--- src/rtl/veri_risc_pkg.sv ---
// Shared VeriRISC definitions: opcode encodings and control-state encodings.
package veri_risc_pkg;

  typedef enum logic [2:0] {
    OP_HLT = 3'd0,
    OP_SKZ = 3'd1,
    OP_ADD = 3'd2,
    OP_AND = 3'd3,
    OP_XOR = 3'd4,
    OP_LDA = 3'd5,
    OP_STO = 3'd6,
    OP_JMP = 3'd7
  } opcode_t;

  typedef enum logic [2:0] {
    S_FETCH  = 3'd0,
    S_DECODE = 3'd1,
    S_READ   = 3'd2,
    S_WRITE  = 3'd3,
    S_HALT   = 3'd4
  } state_t;

endpackage

--- src/rtl/veri_risc_alu.sv ---
// Combinational accumulator function selected by the current opcode.
module veri_risc_alu
  import veri_risc_pkg::*;
#(
  parameter int unsigned DATA_WIDTH = 8
) (
  input  opcode_t               op,
  input  logic [DATA_WIDTH-1:0] a,
  input  logic [DATA_WIDTH-1:0] b,
  output logic [DATA_WIDTH-1:0] y
);

  always_comb begin
    y = a;
    case (op)
      OP_ADD:  y = a + b;
      OP_AND:  y = a & b;
      OP_XOR:  y = a ^ b;
      OP_LDA:  y = b;
      default: y = a;
    endcase
  end

endmodule

--- src/rtl/veri_risc_core.sv ---
// Multi-cycle VeriRISC accumulator core with a req/ack memory port,
// resume-from-halt and an instructions-retired counter.
module veri_risc_core
  import veri_risc_pkg::*;
#(
  parameter int unsigned DATA_WIDTH = 8,
  parameter int unsigned ADDR_WIDTH = 5,
  parameter int unsigned CNT_WIDTH  = 16
) (
  input  logic                  clk,
  input  logic                  rst,
  output logic                  mem_req,
  output logic                  mem_we,
  output logic [ADDR_WIDTH-1:0] mem_addr,
  output logic [DATA_WIDTH-1:0] mem_wdata,
  input  logic [DATA_WIDTH-1:0] mem_rdata,
  input  logic                  mem_ack,
  input  logic                  resume,
  output logic                  halt,
  output logic                  zero,
  output logic [CNT_WIDTH-1:0]  retired
);

  state_t                state;
  logic [ADDR_WIDTH-1:0] pc;
  logic [ADDR_WIDTH-1:0] pc_inc;
  logic [ADDR_WIDTH-1:0] pc_skz;
  logic [ADDR_WIDTH-1:0] operand;
  logic [DATA_WIDTH-1:0] ir;
  logic [DATA_WIDTH-1:0] ac;
  logic [DATA_WIDTH-1:0] alu_y;
  logic [CNT_WIDTH-1:0]  retired_inc;
  opcode_t               opcode;

  assign opcode      = opcode_t'(ir[DATA_WIDTH-1 -: 3]);
  assign operand     = ir[ADDR_WIDTH-1:0];
  assign pc_inc      = pc + ADDR_WIDTH'(1);
  assign pc_skz      = zero ? pc_inc : pc;
  assign zero        = (ac == '0);
  assign retired_inc = retired + CNT_WIDTH'(1);

  veri_risc_alu #(
    .DATA_WIDTH(DATA_WIDTH)
  ) u_alu (
    .op(opcode),
    .a (ac),
    .b (mem_rdata),
    .y (alu_y)
  );

  // Memory-port outputs are registered and loaded on entry to each state,
  // so they depend on state alone; reset drops mem_req for one cycle.
  always_ff @(posedge clk) begin
    if (rst) begin
      state     <= S_FETCH;
      pc        <= '0;
      ir        <= '0;
      ac        <= '0;
      retired   <= '0;
      mem_req   <= 1'b0;
      mem_we    <= 1'b0;
      mem_addr  <= '0;
      mem_wdata <= '0;
      halt      <= 1'b0;
    end else begin
      case (state)
        S_FETCH: begin
          if (!mem_req) begin
            mem_req  <= 1'b1;
            mem_we   <= 1'b0;
            mem_addr <= pc;
          end else if (mem_ack) begin
            ir      <= mem_rdata;
            pc      <= pc_inc;
            mem_req <= 1'b0;
            state   <= S_DECODE;
          end
        end
        S_DECODE: begin
          case (opcode)
            OP_HLT: begin
              halt    <= 1'b1;
              retired <= retired_inc;
              state   <= S_HALT;
            end
            OP_SKZ: begin
              pc       <= pc_skz;
              mem_req  <= 1'b1;
              mem_we   <= 1'b0;
              mem_addr <= pc_skz;
              retired  <= retired_inc;
              state    <= S_FETCH;
            end
            OP_JMP: begin
              pc       <= operand;
              mem_req  <= 1'b1;
              mem_we   <= 1'b0;
              mem_addr <= operand;
              retired  <= retired_inc;
              state    <= S_FETCH;
            end
            OP_STO: begin
              mem_req   <= 1'b1;
              mem_we    <= 1'b1;
              mem_addr  <= operand;
              mem_wdata <= ac;
              state     <= S_WRITE;
            end
            default: begin
              mem_req  <= 1'b1;
              mem_we   <= 1'b0;
              mem_addr <= operand;
              state    <= S_READ;
            end
          endcase
        end
        S_READ: begin
          if (mem_ack) begin
            ac       <= alu_y;
            mem_addr <= pc;
            retired  <= retired_inc;
            state    <= S_FETCH;
          end
        end
        S_WRITE: begin
          if (mem_ack) begin
            mem_we   <= 1'b0;
            mem_addr <= pc;
            retired  <= retired_inc;
            state    <= S_FETCH;
          end
        end
        S_HALT: begin
          if (resume) begin
            halt     <= 1'b0;
            mem_req  <= 1'b1;
            mem_we   <= 1'b0;
            mem_addr <= pc;
            state    <= S_FETCH;
          end
        end
        default: begin
          mem_req <= 1'b0;
          halt    <= 1'b0;
          state   <= S_FETCH;
        end
      endcase
    end
  end

endmodule

--- config.mk ---
export PLATFORM = sky130hd
export DESIGN_NAME = veri_risc_core
export DESIGN_NICKNAME = d
export VERILOG_FILES = /design/src/rtl/veri_risc_pkg.sv /design/src/rtl/veri_risc_alu.sv /design/src/rtl/veri_risc_core.sv
export SDC_FILE = /design/constraint.sdc
export NUM_CORES = 1
export LEC_CHECK = 0
export BUFFER_PORTS_ARGS = -buffer_cell sky130_fd_sc_hd__buf_2
export CORE_UTILIZATION = 52
export DETAILED_ROUTE_END_ITERATION = 10
export GPL_TIMING_DRIVEN = 0
export PLACE_DENSITY = 0.82
export SLEW_MARGIN = 25
export SYNTH_ARGS = -nofsm -noshare
export SYNTH_HDL_FRONTEND = slang
export SYNTH_SLANG_ARGS = --single-unit
--- constraint.sdc ---
create_clock -name clk -period 2.1 [get_ports clk]
set_input_delay 0.63 -clock clk [delete_from_list [all_inputs] [get_ports clk]]
set_output_delay 0.63 -clock clk [all_outputs]
set_load 0.02 [all_outputs]
---- Word-level counts from Yosys, hierarchy flattened ----
Cells that the tools add are included.
cells by class
  reductions and logical operators ........ 22
  add/sub/neg operators ................... 3
  bitwise logic cells ..................... 4
  equal/unequal tests ..................... 21
  multiplexer cells ....................... 32
operators with widths
  cell                                                             count
  16-bit two-way mux                                               2
  16-bit one-hot mux with 2 select lines                           1
  8-bit one-hot mux with 4 select lines                            1
  5-bit two-way mux                                                6
  5-bit one-hot mux with 2 select lines                            3
  5-bit one-hot mux with 4 select lines                            1
  16-bit by 1-bit adder with 16-bit output, second input constant  1
  2-bit != test, second input constant                             8
  3-bit == test, second input constant                             5
  3-bit AND reduction                                              5
  3-bit by 2-bit == test with 1-bit output, second input constant  4
  3-bit two-way mux                                                4
  3-bit one-hot mux with 4 select lines                            1
  4-bit nonzero test                                               3
  5-bit AND reduction                                              2
  3-bit one-hot mux with 3 select lines                            1
  8-bit adder                                                      1
  8-bit AND                                                        1
  8-bit zero test                                                  1
  1-bit two-way mux                                                8
  1-bit one-hot mux with 4 select lines                            2
  4-bit AND reduction                                              2
  8-bit XOR                                                        1
  3-bit by 1-bit == test with 1-bit output, second input constant  2
  other kinds (11)                                                 16
word-level totals
  input port bits ......................... 12
  output and inout port bits .............. 33
  register bits ........................... 56

---- Depth between registers and ports, before layout ----
Gate-level depths: netlist of run 1.
  word-level depth ........................ 4
  depth in mapped cells ................... 8
  gate-level depth less buffers ........... 8

---- Cells and area by module ----
A second synthesis of run 1 with hierarchy kept.
second synthesis, totals
  cells, all modules ...................... 432
  area, all modules ....................... 3495.9 µm²
by module, submodules not included
  module          cells each  area an instance (µm²)  seq. area each (µm²)  times used
  veri_risc_core  327         2805.2                  1121.1                1
  veri_risc_alu   105         690.7                   0.0                   1

---- Least setup slack after synthesis of run 1 ----
Ideal clock, no wire load.
  path kind ............................... input port to flip-flop
  start point ............................. input mem_rdata[0]
  end point ............................... register ac[4]
  data required time ...................... 2.014 ns
  path slack .............................. 0.075 ns
  setup time .............................. 0.086 ns
  path buffers ............................ 0
  data arrival time ....................... 1.939 ns
  cell stages on the path ................. 8
  cells stage by stage .................... ha_1 -> inv_1 -> fa_1 -> nor2b_1 -> o211ai_1 -> a221oi_1 -> a21oi_1 -> a211oi_1
between the ends
  word-level cells in the longest chain between the ends .. 2
RTL lines
  item                                   line                   text
  start, declared                        veri_risc_core.sv:16   input logic [DATA_WIDTH-1:0] mem_rdata,
  8-bit adder                            veri_risc_alu.sv:16    OP_ADD: y = a + b;
  8-bit one-hot mux with 4 select lines  veri_risc_alu.sv:15    case (op)
  end signal, assigned                   veri_risc_core.sv:119  ac <= alu_y;
  end, declared                          veri_risc_core.sv:30   logic [DATA_WIDTH-1:0] ac;
Every way passes these cells.
A chain may end at the register's enable or synchronous reset.

---- Worst setup path in the final report of run 1 ----
  start point ............................. register ac[1]
  end point ............................... output zero
between the ends
  word-level cells in the longest chain between the ends .. 1
RTL lines
  item             line                  text
  8-bit zero test  veri_risc_core.sv:39  assign zero = (ac == '0);
  end, declared    veri_risc_core.sv:20  output logic zero,
Every way passes these cells.

==> impl_metrics.csv, run 1 <==
group,metric,value,unit
worst_setup_path,r2r-end,"ac[4]$_SDFFE_PP0P_",
die,dieArea,6670,µm²
worst_hold_path,whs_endpoint,"mem_addr[2]$_SDFFE_PP0P_",
worst_hold_path,min-delay-start,"mem_addr[2]$_SDFFE_PP0P_",
timing,final_min_period_over_clock_period,0.977,
routing,drc_violations,0,
synth,synth_top_area_frac,0.340,
clock_tree,ctsHtreeMaxLevel,2,
global_route,antenna_found_initial,0,
synth,synth_cell_types,68,
outcome,outcome,"completed",
synth,synth_simple_gate_area_share,0.245,
synth,synth_area_leader_cell,"dfxtp_1",
synth,synth_cells,399,
worst_setup_path,regToRegStartpoint,"ac[0]$_SDFFE_PP0P_",
die,io_pins,45,
worst_setup_path,rrSetupSlack,130,ps
synth,syn-cell-area,3300,µm²
routing,detail_route.wl_per_cell,16.0,µm
global_route,overflow,0,
die,fp.coreArea,6030,µm²
synth,ys_top_cells_by_area,"dfxtp_1, a21oi_1, nor2_1",
worst_setup_path,worstRegToRegCells,8,
die,die_span_in_y,81.6,µm
timing,achievable-frequency,488,MHz
routing,ant_nets,0,
place,port_bufs,44,
timing,timing_hold_violations_final,0,
worst_setup_path,critPathKind,"flop to output port",
die,floorplan.initialDensity,0.547,
synth,xor_xnor_cell_area_share_of_the_yosys_netlist,0.0505,
clock_tree,cts_root_buffer_type,"clkbuf_8",
clock_tree,clock_path_buffers,2,
power_and_ir_drop,static-leakage-power,1.47,nW
synth,syn_area_per_cell,8.27,µm²
synth,synth_edf_count,0,
clock_tree,cts_sinks,56,
synth,synth_top_family_by_area,"simple AND/OR/NAND/NOR gates",
synth,yosysWarnings,0,
global_route,largest_net_degree_at_the_start_of_global_routing,20,
worst_hold_path,hold-path-cell-count,2,
worst_setup_path,critPathArrivalTime,1420,ps
timing,finalSetupViolations,0,
worst_setup_path,crit_path_max_incr_delay,390,ps
worst_hold_path,holdCritPathClass,"flop to flop",
clock_tree,cts_inserted_buffers,5,
worst_setup_path,critical_path.cell_chain,"nor4_4 > nand2_2 > inv_2 > buf_4",
final_layout,antenna_cells,0,
die,dieWidth,81.6,µm
synth,synth_flop_cell,"dfxtp_1",
synth,synth.area.mux_share,0.0334,
timing,clock-skew-final,6.11,ps
final_layout,final_common_cell,"dfxtp_1",
synth,postSynthNetCount,422,
final_layout,fraction_of_final_layout_cells_sized_beyond_drive_strength_1,0.212,
routing,firstDrtPassIters,4,
worst_setup_path,crit_path_start_kind,"flop",
synth,synth-async-reset-ratio,0,
place,dp_hpwl,6040,µm
worst_setup_path,cp_slowest_cell,"nor4_4",
synth,share_of_the_synthesized_area_in_compound_gates_ao_oa_aoi_oai,0.233,
synth,synth.yosys.seq_area_share,0.340,
routing,drt_iter0_markers,268,
final_layout,area_growth,15.9,%
die,fp-row-count,28,
timing,tightest_slew,608,ps
worst_setup_path,critical_path.endpoint_type,"output port",
global_route,grt_pass1_vias,2844,
global_route,wire_length_of_the_first_global_routing_pass,13500,µm
timing,slew_headroom,0.595,
power_and_ir_drop,vdd.ir_drop.worst,0.375,mV
final_layout,non_filler_cells_final,533,
synth,flip_flop_and_latch_count_after_synthesis,56,
worst_setup_path,crit_fanout,5,
timing,min_tclk_post_route,2050,ps
power_and_ir_drop,power-per-cell-area,642,nW/µm²
clock_tree,cts_tree,"done",
timing,finalMaxSlewViolations,0,
flow_run,max_cap_viol_count,0,
final_layout,layout_common_cells,"dfxtp_1, buf_2, nor2_1, nand2_1, a21oi_1",
clock_tree,clk_transition_reported_paths,110,ps
routing,drt-total-wl,8530,µm
synth,synth_adder_area_share,0.0440,
worst_setup_path,critical_path_required,1470,ps
routing,detailroute.via_count,3231,
routing,routed_via_density,6.06,
place,globalplace.congestion,0.932,
final_layout,layout.nets,480,
final_layout,fin_util,0.634,
place,dp.cells,518,
power_and_ir_drop,power,2.45,mW
global_route,global_route_usage_sum,0.265,
timing,timing.hold.ws,461,ps
clock_tree,insertion_delay,320,ps
## worst max path at each step
stage,end,from,slack (ps),depth (start not counted)
finish,zero,ac[1]$_SDFFE_PP0P_,50,4
global route,pc[0]$_SDFFE_PP0P_,state[0]$_SDFFE_PP0P_,-40,6
CTS,zero,ac[1]$_SDFFE_PP0P_,10,4
detailed placement,ac[4]$_SDFFE_PP0P_,mem_rdata[0],-190,9
global placement,ac[4]$_SDFFE_PP0P_,mem_rdata[0],-220,9
floorplan,ac[4]$_SDFFE_PP0P_,mem_rdata[0],80,8
## metrics by stage
stage	area [µm²]	setup WS (ps)	setup TNS, ps
3_3_place_gp	3610	-224	-647
4_1_cts	3760	10.2	0
6_report	3820	48.9	0
2_1_floorplan	3300	75.5	0
5_1_grt	3820	-38.3	-42.1
3_5_place_dp	3610	-187	-681
## synthesized netlist by cell type, types with 4 or more instances
library cell	count
dfxtp_1	56
o21ai_0	14
nand3_1	10
a221oi_1	5
xnor2_1	15
o21a_1	5
clkbuf_1	13
mux2i_1	11
a22oi_1	8
inv_1	12
a22o_1	5
xor2_1	4
nor3_1	8
nor2_1	46
nor2b_1	4
and3_1	4
buf_2	7
a31oi_1	4
ha_1	10
nor4_1	6
o211ai_1	4
nand2b_1	4
nand2_1	39
a21oi_1	36
a211oi_1	6
## final cells by class
| class | count | area (µm²) |
|---|---|---|
| Fill cell | 549 | 2200 |
| Multi-Input combinational cell | 305 | 2050 |
| Sequential cell | 56 | 1130 |
| Timing Repair Buffer | 51 | 275 |
| Buffer | 25 | 129 |
| Tap cell | 75 | 93.8 |
| Clock buffer | 5 | 68.8 |
| Inverter | 13 | 48.8 |
| Clock inverter | 3 | 26.3 |
## logic make-up after synthesis
group,count (synthesis)
buf+inv,38
simple gates,150
xor+xnor,19
fa+ha+maj,11
mux,11
compound gates,114
flops,56
## layer usage
layer  share of wire  wire length (µm)  GRT usage  up-vias
li1                -                 -          -     1564
met1            0.45              3830      0.359     1527
met2            0.47              3990      0.406      109
met3           0.053               450     0.0433       31
met4           0.031               265      0.133        0
met5               0                 0          0        -
## flip-flops by register name, summed over array words and instances (netlist names)
name and count:
ac 8, halt 1, ir 8, mem_addr 5, mem_req 1, mem_wdata 8
mem_we 1, pc 5, retired 16, state 3
## timing repair
| action | in CTS | in global routing |
|---|---|---|
| gates resized for setup | 5 | 10 |
| pin swaps | 3 | 2 |
| endpoints found under the setup margin | 2 | 14 |
| buffers inserted | 3 | 4 |
| hold buffers | 0 | 0 |
## worst max-delay path, delay by kind of cell, from the launching register on
kind	cells	cell delay (ps)
simple gates	2	500
flops	1	380
buf+inv	2	210
## power by group
part | total [mW] | switching [mW] | leakage (nW) | internal (mW)
clock network | 0.623 | 0.379 | 0.0487 | 0.244
registers | 1.17 | 0.0549 | 0.456 | 1.12
logic | 0.661 | 0.411 | 0.965 | 0.250
Note: power is estimated with default switching activity, not from simulation.
==> run 2: changes to the inputs <==
CORE_ASPECT_RATIO = 1.1   (was not set)
==> impl_metrics.csv, run 2 (synthesis results as in run 1) <==
group,metric,value,unit
power_and_ir_drop,vdd.ir_drop.worst,0.465,mV
power_and_ir_drop,swShare,0.314,
final_layout,area.sequential,1130,µm²
routing,drc_violations,0,
global_route,antenna_found_initial,0,
worst_setup_path,critical_path.endpoint_type,"output port",
power_and_ir_drop,switching_power,845,µW
global_route,wire_length_of_the_first_global_routing_pass,14000,µm
timing,clock-skew-final,16.4,ps
routing,firstDrtPassIters,5,
die,die_span_in_y,85.5,µm
power_and_ir_drop,static-leakage-power,1.52,nW
clock_tree,clk_transition_reported_paths,110,ps
place,globalplace.congestion,0.953,
final_layout,fraction_of_final_layout_cells_sized_beyond_drive_strength_1,0.224,
power_and_ir_drop,comb_pwr_share,0.250,
timing,finalSetupViolations,1,
final_layout,largest_register_ff_count,16,
worst_setup_path,critPathArrivalTime,1480,ps
routing,ant_nets,0,
clock_tree,cts_root_buffer_type,"clkbuf_8",
timing,final_min_period_over_clock_period,1.01,
die,dieWidth,77.9,µm
global_route,largest_net_degree_at_the_start_of_global_routing,19,
final_layout,filler_cell_count,548,
routing,detailroute.via_count,3308,
place,port_bufs,44,
timing,timing.hold.ws,455,ps
timing,finalMaxSlewViolations,0,
outcome,outcome,"finished, violations left",
routing,routed_via_density,6.08,
final_layout,area_growth,18.8,%
timing,tns,-12.9,ps
timing,setup_slack,-12.9,ps
outcome,violations_in_the_final_reports,"setup timing",
final_layout,layout_common_cells,"dfxtp_1, buf_2, nor2_1, nand2_1, a21oi_1",
timing,slew_headroom,0.577,
worst_setup_path,critical_path_required,1470,ps
clock_tree,cts_sinks,56,
final_layout,combined_area_of_the_multi_input_logic_cells,2050,µm²
die,fp-row-count,30,
routing,detail_route.wl_per_cell,16.2,µm
power_and_ir_drop,clock_power_share,0.316,
timing,timing_hold_violations_final,0,
power_and_ir_drop,power-per-cell-area,687,nW/µm²
global_route,grt_pass1_vias,3010,
clock_tree,cts_inserted_buffers,5,
timing,min_tclk_post_route,2110,ps
routing,drt_iter0_markers,270,
clock_tree,clock_path_buffers,2,
final_layout,fin_util,0.636,
timing,tightest_slew,634,ps
place,dp_hpwl,6090,µm
power_and_ir_drop,sequentialPowerShare,0.434,
clock_tree,ctsHtreeMaxLevel,2,
routing,drt-total-wl,8830,µm
final_layout,final_common_cell,"dfxtp_1",
die,fp.coreArea,6160,µm²
clock_tree,insertion_delay,320,ps
final_layout,antenna_cells,0,
die,dieArea,6670,µm²
worst_setup_path,crit_fanout,4,
worst_setup_path,crit_path_start_kind,"flop",
timing,achievable-frequency,473,MHz
global_route,overflow,0,
global_route,global_route_usage_sum,0.264,
final_layout,register_ranked_first_by_flip_flop_count,"retired",
worst_hold_path,holdCritPathClass,"flop to flop",
final_layout,layout.nets,486,
flow_run,max_cap_viol_count,0,
power_and_ir_drop,cellInternalPower,1.85,mW
clock_tree,cts_tree,"done",
worst_setup_path,critPathKind,"flop to output port",
die,io_pins,45,
die,floorplan.initialDensity,0.536,
run 2: critical path, cell delays in order (launching register included):
cell     delay, ps
dfxtp_4        390
nor4_4         390
nand2_2        140
inv_2          100
buf_4          140
run 2: timing repair:
action,in CTS,in global routing
hold buffers,0,0
setup buffers,3,10
pin swaps,2,6
cloned,0,0
endpoints found under the setup margin,1,14
gates resized for setup,4,12
run 2: final timing paths:
path	startpoint	end	slack [ps]	cells after the start
setup / recovery	ac[2]$_SDFFE_PP0P_	zero	-10	4
hold / removal	mem_addr[2]$_SDFFE_PP0P_	mem_addr[2]$_SDFFE_PP0P_	450	2
setup reg to reg	ac[0]$_SDFFE_PP0P_	ac[1]$_SDFFE_PP0P_	100	8
hold reg to reg	mem_addr[2]$_SDFFE_PP0P_	mem_addr[2]$_SDFFE_PP0P_	450	2
run 2: metal layers:
layer,global-route usage,vias to the layer above,share of wire
met5,0,-,0
met4,0.152,0,0.049
met3,0.0489,46,0.059
met2,0.426,146,0.47
met1,0.332,1537,0.42
li1,-,1579,-
run 2: metrics by stage:
stage          power, mW  instances  setup WS, ps  instance area, µm²
6_report            2.69        544         -12.9                3920
5_1_grt             2.81        544         -26.7                3920
4_1_cts             2.65        534         0.650                3800
3_5_place_dp        1.82        523          -236                3620
3_3_place_gp        1.80        523          -225                3620
2_1_floorplan       1.65        399          75.5                3300
run 2: power by group through the flow:
stage | registers [mW] | clock network (mW) | logic [mW]
after floorplan | 1.22 | 0 | 0.430
after global placement | 1.19 | 0 | 0.616
after detailed placement | 1.19 | 0 | 0.625
after CTS | 1.17 | 0.856 | 0.629
after global routing | 1.18 | 0.889 | 0.739
final | 1.17 | 0.852 | 0.672
run 2: area by class of cell:
class,count,area share
Tap cell,80,0.0256
Sequential cell,56,0.288
Inverter,13,0.0125
Clock inverter,3,0.0176
Multi-Input combinational cell,305,0.524
Clock buffer,5,0.0176
Buffer,25,0.0329
Timing Repair Buffer,57,0.0818
==> run 3: changes to the inputs <==
CORE_UTILIZATION = 53   (was 52)
PLACE_DENSITY = 0.83   (was 0.82)
SYNTH_HIERARCHICAL = 1   (was not set)
==> impl_metrics.csv, run 3 <==
group,metric,value,unit
power_and_ir_drop,power,2.50,mW
final_layout,layout.nets,510,
synth,synth_flop_cell,"dfxtp_1",
die,dieWidth,79.4,µm
routing,drc_violations,0,
timing,final_min_period_over_clock_period,0.983,
worst_setup_path,crit_fanout,4,
final_layout,register_ranked_first_by_flip_flop_count,"retired",
synth,share_of_the_synthesized_area_in_compound_gates_ao_oa_aoi_oai,0.194,
place,globalplace.congestion,0.916,
synth,synth_cells,432,
worst_hold_path,holdCritPathClass,"flop to flop",
routing,ant_nets,0,
power_and_ir_drop,static-leakage-power,1.51,nW
power_and_ir_drop,vdd.ir_drop.worst,0.409,mV
synth,synthMostInstantiatedCell,"dfxtp_1",
synth,synth_adder_area_share,0.0415,
final_layout,area.sequential,1130,µm²
worst_setup_path,critPathArrivalTime,2260,ps
global_route,global_route_usage_sum,0.262,
final_layout,antenna_cells,0,
global_route,gr-max-usage-layer,"met2",
final_layout,area_growth,15.8,%
global_route,grt_pass1_vias,3146,
synth,synth_top_family_by_area,"simple AND/OR/NAND/NOR gates",
final_layout,final_common_cell,"nor2_1",
outcome,outcome,"completed",
synth,synth-async-reset-ratio,0,
global_route,antenna_found_initial,0,
synth,postSynthNetCount,455,
synth,synth_area_leader_cell,"dfxtp_1",
clock_tree,cts_root_buffer_type,"clkbuf_8",
timing,finalMaxSlewViolations,0,
global_route,overflow,0,
worst_setup_path,regToRegStartpoint,"ac[0]$_SDFFE_PP0P_",
clock_tree,insertion_delay,310,ps
die,dieArea,6930,µm²
die,fp.coreArea,6270,µm²
synth,synth.yosys.seq_area_share,0.321,
routing,routed_via_density,5.97,
place,dp_hpwl,6330,µm
power_and_ir_drop,power-per-cell-area,617,nW/µm²
routing,firstDrtPassIters,5,
synth,synth_edf_count,0,
die,io_pins,45,
synth,ys_top_cells_by_area,"dfxtp_1, mux2i_1, nor2_1",
timing,timing.hold.ws,471,ps
worst_setup_path,critPathKind,"input pin to flop",
worst_setup_path,worstRegToRegCells,9,
clock_tree,cts_tree,"done",
final_layout,fraction_of_final_layout_cells_sized_beyond_drive_strength_1,0.217,
timing,finalSetupViolations,0,
global_route,grt_use_met3,0.0335,
synth,flip_flop_and_latch_count_after_synthesis,56,
timing,tightest_slew,610,ps
clock_tree,cts_inserted_buffers,5,
worst_setup_path,critical_path.endpoint_type,"flop",
final_layout,combined_area_of_the_multi_input_logic_cells,2240,µm²
place,port_bufs,43,
global_route,met2_capacity_usage_during_global_routing,0.451,
clock_tree,ctsHtreeMaxLevel,2,
die,fp-row-count,30,
clock_tree,clk_transition_reported_paths,110,ps
worst_setup_path,timing.critical_path.from,"mem_rdata[0]",
synth,xor_xnor_cell_area_share_of_the_yosys_netlist,0.0626,
flow_run,max_cap_viol_count,0,
timing,achievable-frequency,484,MHz
routing,detailroute.via_count,3389,
synth,synth_simple_gate_area_share,0.244,
clock_tree,cts_sinks,56,
synth,synth_top_area_frac,0.321,
timing,rsz_0062_raised_after_global_routing,"true",
synth,synth_cell_types,69,
worst_setup_path,critical_path_capture_point,"ac[7]$_SDFFE_PP0P_",
synth,synth.area.mux_share,0.0744,
worst_setup_path,r2r-end,"ac[7]$_SDFFE_PP0P_",
timing,timing_hold_violations_final,0,
worst_setup_path,crit_path_start_kind,"input pin",
worst_setup_path,rrSetupSlack,60,ps
die,floorplan.initialDensity,0.558,
final_layout,filler_cell_count,521,
final_layout,layout_common_cells,"nor2_1, dfxtp_1, nand2_1, buf_2, a21oi_1",
final_layout,finish.instance_area,4050,µm²
clock_tree,clock_path_buffers,2,
global_route,largest_net_degree_at_the_start_of_global_routing,20,
routing,detail_route.wl_per_cell,15.9,µm
timing,clock-skew-final,9.33,ps
worst_setup_path,critical_path_required,2300,ps
synth,yosysWarnings,6,
routing,drt-total-wl,9010,µm
place,dp.cells,555,
timing,min_tclk_post_route,2060,ps
routing,drt_iter0_markers,201,
final_layout,non_filler_cells_final,568,
global_route,global_route.usage.met1,0.330,
final_layout,largest_register_ff_count,16,
die,die_span_in_y,87.2,µm
global_route,wire_length_of_the_first_global_routing_pass,14400,µm
synth,syn_area_per_cell,8.09,µm²
place,dpl_cell_area,3820,µm²
synth,synth_top_cells_by_count,"dfxtp_1, nor2_1, nand2_1, a21oi_1, o21ai_0",
synth,syn-cell-area,3500,µm²
timing,slew_headroom,0.594,
run 3: kinds of logic (layout without fill, tap and decap cells):
group,after synthesis,count (layout)
xor+xnor,25,25
fa+ha+maj,11,11
mux,26,26
compound gates,107,107
simple gates,169,169
buf+inv,38,94
flops,56,56
run 3: layout make-up:
class / count / share of cell area
Buffer: 28 / 0.0448
Clock buffer: 5 / 0.0170
Clock inverter: 3 / 0.00680
Inverter: 10 / 0.00927
Multi-Input combinational cell: 338 / 0.553
Sequential cell: 56 / 0.280
Tap cell: 80 / 0.0247
Timing Repair Buffer: 48 / 0.0646
run 3: through the flow:
step	setup TNS (ps)	setup slack [ps]	util
after floorplan	0	1.40	-
after global placement	-1240	-283	0.610
after detailed placement	-1450	-318	0.610
after CTS	0	2.86	0.632
after global routing	-21.6	-15.0	0.646
final	0	35.2	0.646
run 3: worst min-delay path by stage:
| stage | start | to | slack [ps] | cells after the start |
|---|---|---|---|---|
| after floorplan | ir[1]$_SDFFE_PP0P_ | ir[1]$_SDFFE_PP0P_ | 440 | 2 |
| after global placement | mem_addr[3]$_SDFFE_PP0P_ | mem_addr[3]$_SDFFE_PP0P_ | 440 | 1 |
| after detailed placement | mem_addr[1]$_SDFFE_PP0P_ | mem_addr[1]$_SDFFE_PP0P_ | 450 | 1 |
| after CTS | mem_addr[1]$_SDFFE_PP0P_ | mem_addr[1]$_SDFFE_PP0P_ | 480 | 1 |
| after global routing | mem_addr[1]$_SDFFE_PP0P_ | mem_addr[1]$_SDFFE_PP0P_ | 500 | 1 |
| final | mem_addr[1]$_SDFFE_PP0P_ | mem_addr[1]$_SDFFE_PP0P_ | 470 | 1 |
run 3: per-layer routing:
metal,vias to the layer above,share of wire
li1,1656,-
met1,1576,0.44
met2,138,0.49
met3,19,0.050
met4,0,0.020
met5,-,0
run 3: power breakdown:
group          internal (mW)  total (mW)  switching [mW]
registers               1.12        1.17          0.0529
clock network          0.246       0.632           0.386
logic                  0.273       0.696           0.423
run 3: what timing repair did:
item                                    4_1_cts  5_1_grt
resized for setup                             5       24
hold buffers                                  0        0
endpoints found under the setup margin        2       14
buffers inserted                              3        2
pin swaps                                     3       10
gates cloned                                  0        0
run 3: worst max-delay path, cell delays in order:
cell      delay (ps)
buf_6            110
ha_4             160
buf_4            140
a211oi_4         310
o21ai_1          150
a31oi_1          210
xor2_1           180
o221ai_1         140
mux2i_1          170
nor2_1            60
